### src/rtl/dmem_arb_pkg.sv
// Shared types for the data-memory arbiter: FSM state encoding and the default data width.
package dmem_arb_pkg;

  localparam int DMEM_DATA_W = 32;
  localparam int HOLD_W      = 4;

  typedef enum logic [1:0] {
    IDLE = 2'd0,
    OWN0 = 2'd1,
    OWN1 = 2'd2
  } arb_state_e;

endpackage

### src/rtl/dmem_arbiter_pick.sv
// Two-way grant picker. pointer holds the last winner, so the other requester is favoured on a tie.
module arb_pick (
  input  logic       req0,
  input  logic       req1,
  input  logic       pointer,
  output logic [1:0] grant
);

  assign grant[0] = req0 & (~req1 | pointer);
  assign grant[1] = req1 & (~req0 | ~pointer);

endmodule

### src/rtl/dmem_arbiter.sv
// Two-requester arbiter for a single-port data memory, with bounded lock ownership.
// Define RR_ARB_EN for round-robin contention; otherwise requester 0 has fixed priority.
module dmem_arbiter
  import dmem_arb_pkg::*;
#(
  parameter int DATA_W   = DMEM_DATA_W,
  parameter int MAX_HOLD = 4
) (
  input  logic              clk,
  input  logic              reset,
  input  logic              req0,
  input  logic              req1,
  input  logic              lock0,
  input  logic              lock1,
  input  logic              we0,
  input  logic              we1,
  input  logic [DATA_W-1:0] addr0,
  input  logic [DATA_W-1:0] addr1,
  input  logic [DATA_W-1:0] wdata0,
  input  logic [DATA_W-1:0] wdata1,
  output logic              gnt0,
  output logic              gnt1,
  output logic              rvalid0,
  output logic              rvalid1,
  output logic [DATA_W-1:0] rdata,
  output logic              mem_we,
  output logic [DATA_W-1:0] mem_a,
  output logic [DATA_W-1:0] mem_wd,
  input  logic [DATA_W-1:0] mem_rd
);

  arb_state_e        state_q, state_d;
  logic [HOLD_W-1:0] hold_q, hold_d, hold_inc;
  logic              rvalid0_q, rvalid1_q;
  logic [DATA_W-1:0] rdata_q;
  logic [1:0]        pick;
  logic              ptr;
  logic              lock_granted;
  logic              rd_granted;

`ifdef RR_ARB_EN
  logic ptr_q;
  assign ptr = ptr_q;
`else
  assign ptr = 1'b1;
`endif

  arb_pick u_pick (
    .req0    (req0),
    .req1    (req1),
    .pointer (ptr),
    .grant   (pick)
  );

  // Grants are suppressed during reset so no memory write can slip through.
  always_comb begin
    gnt0 = 1'b0;
    gnt1 = 1'b0;
    if (!reset) begin
      case (state_q)
        IDLE: begin
          gnt0 = pick[0];
          gnt1 = pick[1];
        end
        OWN0:    gnt0 = req0;
        OWN1:    gnt1 = req1;
        default: ;
      endcase
    end
  end

  assign mem_a  = gnt1 ? addr1 : addr0;
  assign mem_wd = gnt1 ? wdata1 : wdata0;
  assign mem_we = (gnt0 & we0) | (gnt1 & we1);

  assign lock_granted = (gnt0 & lock0) | (gnt1 & lock1);
  assign rd_granted   = (gnt0 & ~we0) | (gnt1 & ~we1);
  assign hold_inc     = hold_q + 1'b1;

  // Any cycle that is not a locked grant below the hold limit lands in IDLE with a cleared counter.
  always_comb begin
    state_d = IDLE;
    hold_d  = '0;
    if (lock_granted && (hold_inc != HOLD_W'(MAX_HOLD))) begin
      state_d = gnt0 ? OWN0 : OWN1;
      hold_d  = hold_inc;
    end
  end

  always_ff @(posedge clk) begin
    if (reset) begin
      state_q   <= IDLE;
      hold_q    <= '0;
      rvalid0_q <= 1'b0;
      rvalid1_q <= 1'b0;
      rdata_q   <= '0;
`ifdef RR_ARB_EN
      ptr_q     <= 1'b1;
`endif
    end else begin
      state_q   <= state_d;
      hold_q    <= hold_d;
      rvalid0_q <= gnt0 & ~we0;
      rvalid1_q <= gnt1 & ~we1;
      if (rd_granted) rdata_q <= mem_rd;
`ifdef RR_ARB_EN
      if (gnt0)      ptr_q <= 1'b0;
      else if (gnt1) ptr_q <= 1'b1;
`endif
    end
  end

  assign rvalid0 = rvalid0_q;
  assign rvalid1 = rvalid1_q;
  assign rdata   = rdata_q;

endmodule

### config.mk
export PLATFORM = sky130hd
export DESIGN_NAME = dmem_arbiter
export DESIGN_NICKNAME = d
export VERILOG_FILES = /design/src/rtl/dmem_arb_pkg.sv /design/src/rtl/dmem_arbiter_pick.sv /design/src/rtl/dmem_arbiter.sv
export SDC_FILE = /design/constraint.sdc
export NUM_CORES = 1
export LEC_CHECK = 0
export ABC_AREA = 1
export ABC_CLOCK_PERIOD_IN_PS = 1900
export BUFFER_PORTS_ARGS = -buffer_cell sky130_fd_sc_hd__buf_2
export CORE_AREA = 3 3 113 115
export DETAILED_ROUTE_END_ITERATION = 8
export DIE_AREA = 0 0 116 118
export PLACE_DENSITY = 0.62
export SYNTH_ARGS = -nofsm -noshare
export SYNTH_HDL_FRONTEND = slang
export SYNTH_HIERARCHICAL = 1
export SYNTH_SLANG_ARGS = --single-unit
### constraint.sdc
create_clock -name clk -period 1.9 [get_ports clk]
set_input_delay 0.38 -clock clk [delete_from_list [all_inputs] [get_ports clk]]
set_output_delay 0.38 -clock clk [all_outputs]
set_load 0.02 [all_outputs]
## After elaboration in Yosys (flattened, before gate mapping)

Cells that the tools add are included.
W data, S select, Z words.

| word-level totals | value |
|---|---|
| flip-flop bits (word level) | 40 |
| latch bits | 0 |
| bits in writable memories | 0 |
| ROM bits | 0 |
| input bits | 168 |
| output and inout port bits | 101 |
| word-level logic and storage cells | 34 |
| memories | 0 |

| cells by class | value |
|---|---|
| add/sub/neg operators | 1 |
| $mul | 0 |
| divide/modulo/power cells | 0 |
| magnitude comparators | 0 |
| eq/ne operators | 3 |
| shift-type cells | 0 |
| muxes and demuxes | 7 |
| bitwise operators | 14 |
| reductions and logical operators | 4 |

Operators with widths:

| kind | number |
|---|---|
| $mux W32 | 2 |
| $and A1 B1 Y1 | 7 |
| $add A4 B1 Y4 const B | 1 |
| $ne A4 B3 Y1 const B | 1 |
| $not A1 Y1 | 4 |
| $reduce_or A2 Y1 | 2 |
| $mux W1 | 3 |
| $or A1 B1 Y1 | 3 |
| $eq A2 B1 Y1 const B | 1 |
| $eq A2 B2 Y1 const B | 1 |
| $logic_not A2 Y1 | 1 |
| $mux W2 | 1 |
| $pmux W1 S2 | 1 |
| $logic_and A1 B1 Y1 | 1 |

## Depth between registers and ports, before layout

| depth | value |
|---|---|
| depth in word-level cells | 9 |
| mapped depth | 10 |
| depth with buffers taken out | 8 |

## Hierarchy

The synthesis kept the hierarchy.

Modules (own cells, without submodules):

| module | times used | cells each | area each (um2) | sequential area each (um2) |
|---|---|---|---|---|
| dmem_arbiter | 1 | 464 | 2683.8 | 800.8 |
| arb_pick | 1 | 4 | 27.5 | 0.0 |

## Worst setup path after synthesis

Ideal clock, no wire load.

| timing | value |
|---|---|
| kind | input to output |
| start | input req1 |
| end | output mem_a[13] |
| data arrival time | 1.360 ns |
| required time | 1.520 ns |
| setup slack | 0.160 ns |
| stages on the path | 8 |
| path buffers | 2 |
| cells stage by stage | a21boi_2 or2_1 nand3_2 inv_2 buf_4 buf_2 nand2_1 nand2_1 |

| on the way | value |
|---|---|
| longest elaborated chain between the ends | 4 |

Ends and longest elaborated chain:

| element | line | RTL |
|---|---|---|
| from (decl) | dmem_arbiter.sv:12 | `input logic req1,` |
| $and A1 B1 Y1 | dmem_arbiter_pick.sv:10 | `assign grant[1] = req1 & (~req0 \| ~pointer);` |
| $pmux W1 S2 (*) | dmem_arbiter.sv:60 | `case (state_q)` |
| $mux W1 (*) | dmem_arbiter.sv:59 | `if (!reset) begin` |
| $mux W32 (*) | dmem_arbiter.sv:72 | `assign mem_a = gnt1 ? addr1 : addr0;` |
| to (decl) | dmem_arbiter.sv:27 | `output logic [DATA_W-1:0] mem_a,` |

Mark *: on every way between the ends. The rest lies on a longest branch, timed or not.

## Worst setup path after layout

| timing | value |
|---|---|
| start | register state_q[1] |
| end | output mem_a[1] |

| on the way | value |
|---|---|
| longest elaborated chain between the ends | 4 |
| elaborated cells on any way between the ends | 5 |
| those cells by class | eq/ne (1); mux (3); reduce/logical (1) |

Ends and longest elaborated chain:

| element | line | RTL |
|---|---|---|
| from (decl) | dmem_arbiter.sv:32 | `arb_state_e state_q, state_d;` |
| from (signal assigned) | dmem_arbiter.sv:101 | `state_q <= state_d;` |
| $eq A2 B2 Y1 or $logic_not A2 Y1 (tied branches) | dmem_arbiter.sv:60 |  |
| $pmux W1 S2 (*) | dmem_arbiter.sv:60 |  |
| $mux W1 (*) | dmem_arbiter.sv:59 |  |
| $mux W32 (*) | dmem_arbiter.sv:72 |  |

Marks and branches as above.

==> flow_metrics.py <==
metrics = {
    "run": {
        "maxCapViolCount": 0,
    },
    "floorplan": {
        "fp-row-count": 40,
        "core-area_mm2": 0.0119,
        "io_pins": 269,
        "die_area_mm2": 0.0137,
        "die_y_um": 118,
        "die_w_um": 116,
        "start_util_pct": 22.8,
    },
    "run_status": {
        "violations": "setup timing",
        "status": "complete, but fails checks",
    },
    "synth": {
        "synthDistinctLibCells": 25,
        "syn_area_mm2": 0.00271,
        "synth_top_area_share_pct": 31.7,
        "synth_warnings": 6,
        "ys_ff_latch": 40,
        "synth_seq_area_share_pct": 29.5,
        "syn_inst": 468,
        "synth.area.top_cells": "nand2_1, dfxtp_1, inv_1",
        "synth_top_area_cell": "nand2_1",
        "synth.avg_cell_area_um2": 5.79,
    },
    "power_and_ir_drop": {
        "ir_worst_vdd_mv": 0.512,
        "p_leak_nw": 3.01,
        "power.density_mw_per_mm2": 639,
        "p_total_mw": 3.30,
    },
    "timing": {
        "skew_ns": 0.00362,
        "clock.fmax_mhz": 517,
        "holdWs_ns": 0.322,
        "period_needed_ns": 1.93,
        "setup_viol": 27,
        "fin_ws_ns": -0.0346,
        "finalHoldViolCount": 0,
        "fin_crit_sh_pct": 102,
        "finalMaxSlewViolations": 0,
        "rsz0062_at_grt": "true",
    },
    "route": {
        "wl_per_cell_um": 12.6,
        "antenna_left": 0,
        "drt-pass1-iter-count": 4,
        "via_per_inst": 4.30,
        "first_iter_violations": 199,
        "vias": 3805,
        "wirelength_mm": 11.1,
        "route.detailed.drc": 0,
    },
    "critical_path": {
        "crit_type": "flop to primary output",
        "r2r-start": "state_q[1]",
        "critical-path-max-stage-delay_ns": 0.33,
        "reg2reg_depth": 7,
        "cp.required_ns": 1.52,
        "crit_fanout": 8,
        "r2r_setup_slack_ns": 0.49,
        "end_kind": "primary output",
        "crit_chain": "or2_4 -> nand3_4 -> buf_12 -> clkbuf_16 -> nand2_2 -> nand2_1 -> buf_6",
        "cp.arrival_ns": 1.55,
        "reg2reg_to": "hold_q[0]",
        "cp_slowest_cell": "dfxtp_2",
        "worstSetupStartpointType": "flop",
    },
    "final_layout": {
        "fillers": 1208,
        "layout-drive-gt1-share_pct": 51.2,
        "fin_nets": 906,
        "areaGrowthSynthToFinish_pct": 90.6,
        "antenna_cells": 0,
    },
    "grt": {
        "grt_use_total_pct": 13.9,
        "overflow": 0,
        "grt_use_met2_pct": 25.7,
        "grtUsageMet3_pct": 3.65,
        "grt_max_degree": 66,
        "grt_pass1_vias": 3319,
        "antenna_found_initial": 0,
        "grt_pass1_wl_mm": 15.6,
        "use_met1_pct": 15.6,
        "busiest_layer": "met2",
    },
    "clock_network": {
        "cts_tree": "done",
        "cts_buffers": 5,
        "cts_hold_buf": 0,
        "clk_latency_ns": 0.27,
        "clkSinkCount": 40,
        "cts_root_buffer": "clkbuf_16",
        "htree_levels": 2,
        "cts_buffer_depth": 2,
        "path_clk_slew_ns": 0.06,
    },
    "worst_hold_path": {
        "min_to": "rdata[29]",
        "holdPathStages": 3,
        "hp-start": "mem_rd[29]",
        "hold_class": "primary input to flop",
    },
    "placement": {
        "gp_congestion": 0.813,
        "io_buffers": 268,
        "hpwlAfterDp_mm": 7.44,
    },
}
## placed cells by master, fill, tap and decap left out, types with 2 or more instances in the layout
| cell | count |
|---|---|
| nand4_1 | 2 |
| a21oi_1 | 22 |
| clkbuf_16 | 8 |
| buf_4 | 15 |
| nor2_1 | 39 |
| inv_1 | 47 |
| nand2_4 | 24 |
| buf_6 | 62 |
| nand2_2 | 36 |
| dfxtp_1 | 39 |
| conb_1 | 2 |
| buf_2 | 204 |
| buf_16 | 2 |
| nand3_1 | 34 |
| nand2_1 | 169 |
| buf_12 | 6 |
| a21oi_2 | 11 |
## power breakdown
part | leakage, nW | internal, mW | total, mW | switching (mW)
Sequential | 0.329 | 0.911 | 0.943 | 0.0327
Clock | 0.0667 | 0.477 | 0.785 | 0.308
Combinational | 2.61 | 0.730 | 1.58 | 0.847
Total | 3.01 | 2.12 | 3.30 | 1.19
## cells by family (layout without fill, tap and decap cells)
kind of cell,count (synthesis),count (layout),synth area share [%]
xor gates and xnor gates,2,2,0.646
buffers and inverters,79,347,15.4
AOI/OAI and AO/OA,36,36,8.44
adders and majority gates,1,1,0.461
other,1,2,0.138
and+or+nand+nor,309,309,45.4
DFF,40,40,29.5
## state kept, by name, indices dropped and copies added (netlist names)
register and cells:
hold_q 4, rdata 32, rvalid0 1, rvalid1 1
state_q 2
## cell usage after synthesis (all sizes together)
cell / instances
conb: 1
xor2: 1
a21boi: 1
nand2: 229
xnor2: 1
o21ai: 1
ha: 1
nand3: 35
buf: 28
nand4: 3
dfxtp: 40
o22ai: 1
a21oi: 33
or2: 1
clkbuf: 3
nor2: 41
inv: 48
## worst max-delay path, delay by kind of cell, from the launching register on
kind / cells / cell delay, ns
and+or+nand+nor: 4 / 0.49
buffers and inverters: 3 / 0.44
DFF: 1 / 0.33
## worst max-delay path by stage
stage	end	start	depth (start not counted)
global placement	mem_wd[14]	req1	9
finish	mem_a[1]	state_q[1]	7
CTS	mem_wd[25]	req1	9
global route	mem_a[29]	state_q[1]	7
floorplan	mem_a[13]	req1	8
detailed placement	mem_wd[14]	req1	9
## through the flow
| stage | instances | cell area (µm²) | setup slack, ns | TNS [ns] | utilization, % |
|---|---|---|---|---|---|
| floorplan | 469 | 2720 | 0.160 | 0 | - |
| global placement | 869 | 4190 | -0.100 | -2.83 | 35.1 |
| detailed placement | 869 | 4190 | -0.129 | -5.52 | 35.1 |
| CTS | 881 | 4790 | -0.0518 | -1.30 | 40.2 |
| global route | 884 | 5170 | -0.0866 | -2.87 | 43.4 |
| finish | 884 | 5170 | -0.0346 | -0.482 | 43.4 |
## per-layer routing
layer	part of all wire, %	vias to the layer above
met2	52	162
met3	9.2	8
met4	0.65	0
li1	-	1950
met5	0	-
met1	38	1685
## final cells by class
| type | instances | area [µm²] | share of cell area (%) |
|---|---|---|---|
| repair buffers | 292 | 2080 | 40.3 |
| clock buffers | 6 | 129 | 2.49 |
| well taps | 147 | 184 | 3.56 |
| flip-flops and latches | 40 | 802 | 15.5 |
| multi-input cells | 350 | 1780 | 34.5 |
| inverters | 48 | 185 | 3.58 |
| clock inverters | 1 | 5.00 | 0.0968 |
## what timing repair did
action | 4_1_cts | 5_1_grt
endpoints found under the setup margin | 65 | 65
gates cloned | 2 | 3
pin swaps | 13 | 10
gates resized for setup | 124 | 93
setup buffers | 3 | 0
No activity file was read; power rests on OpenSTA's default activity.
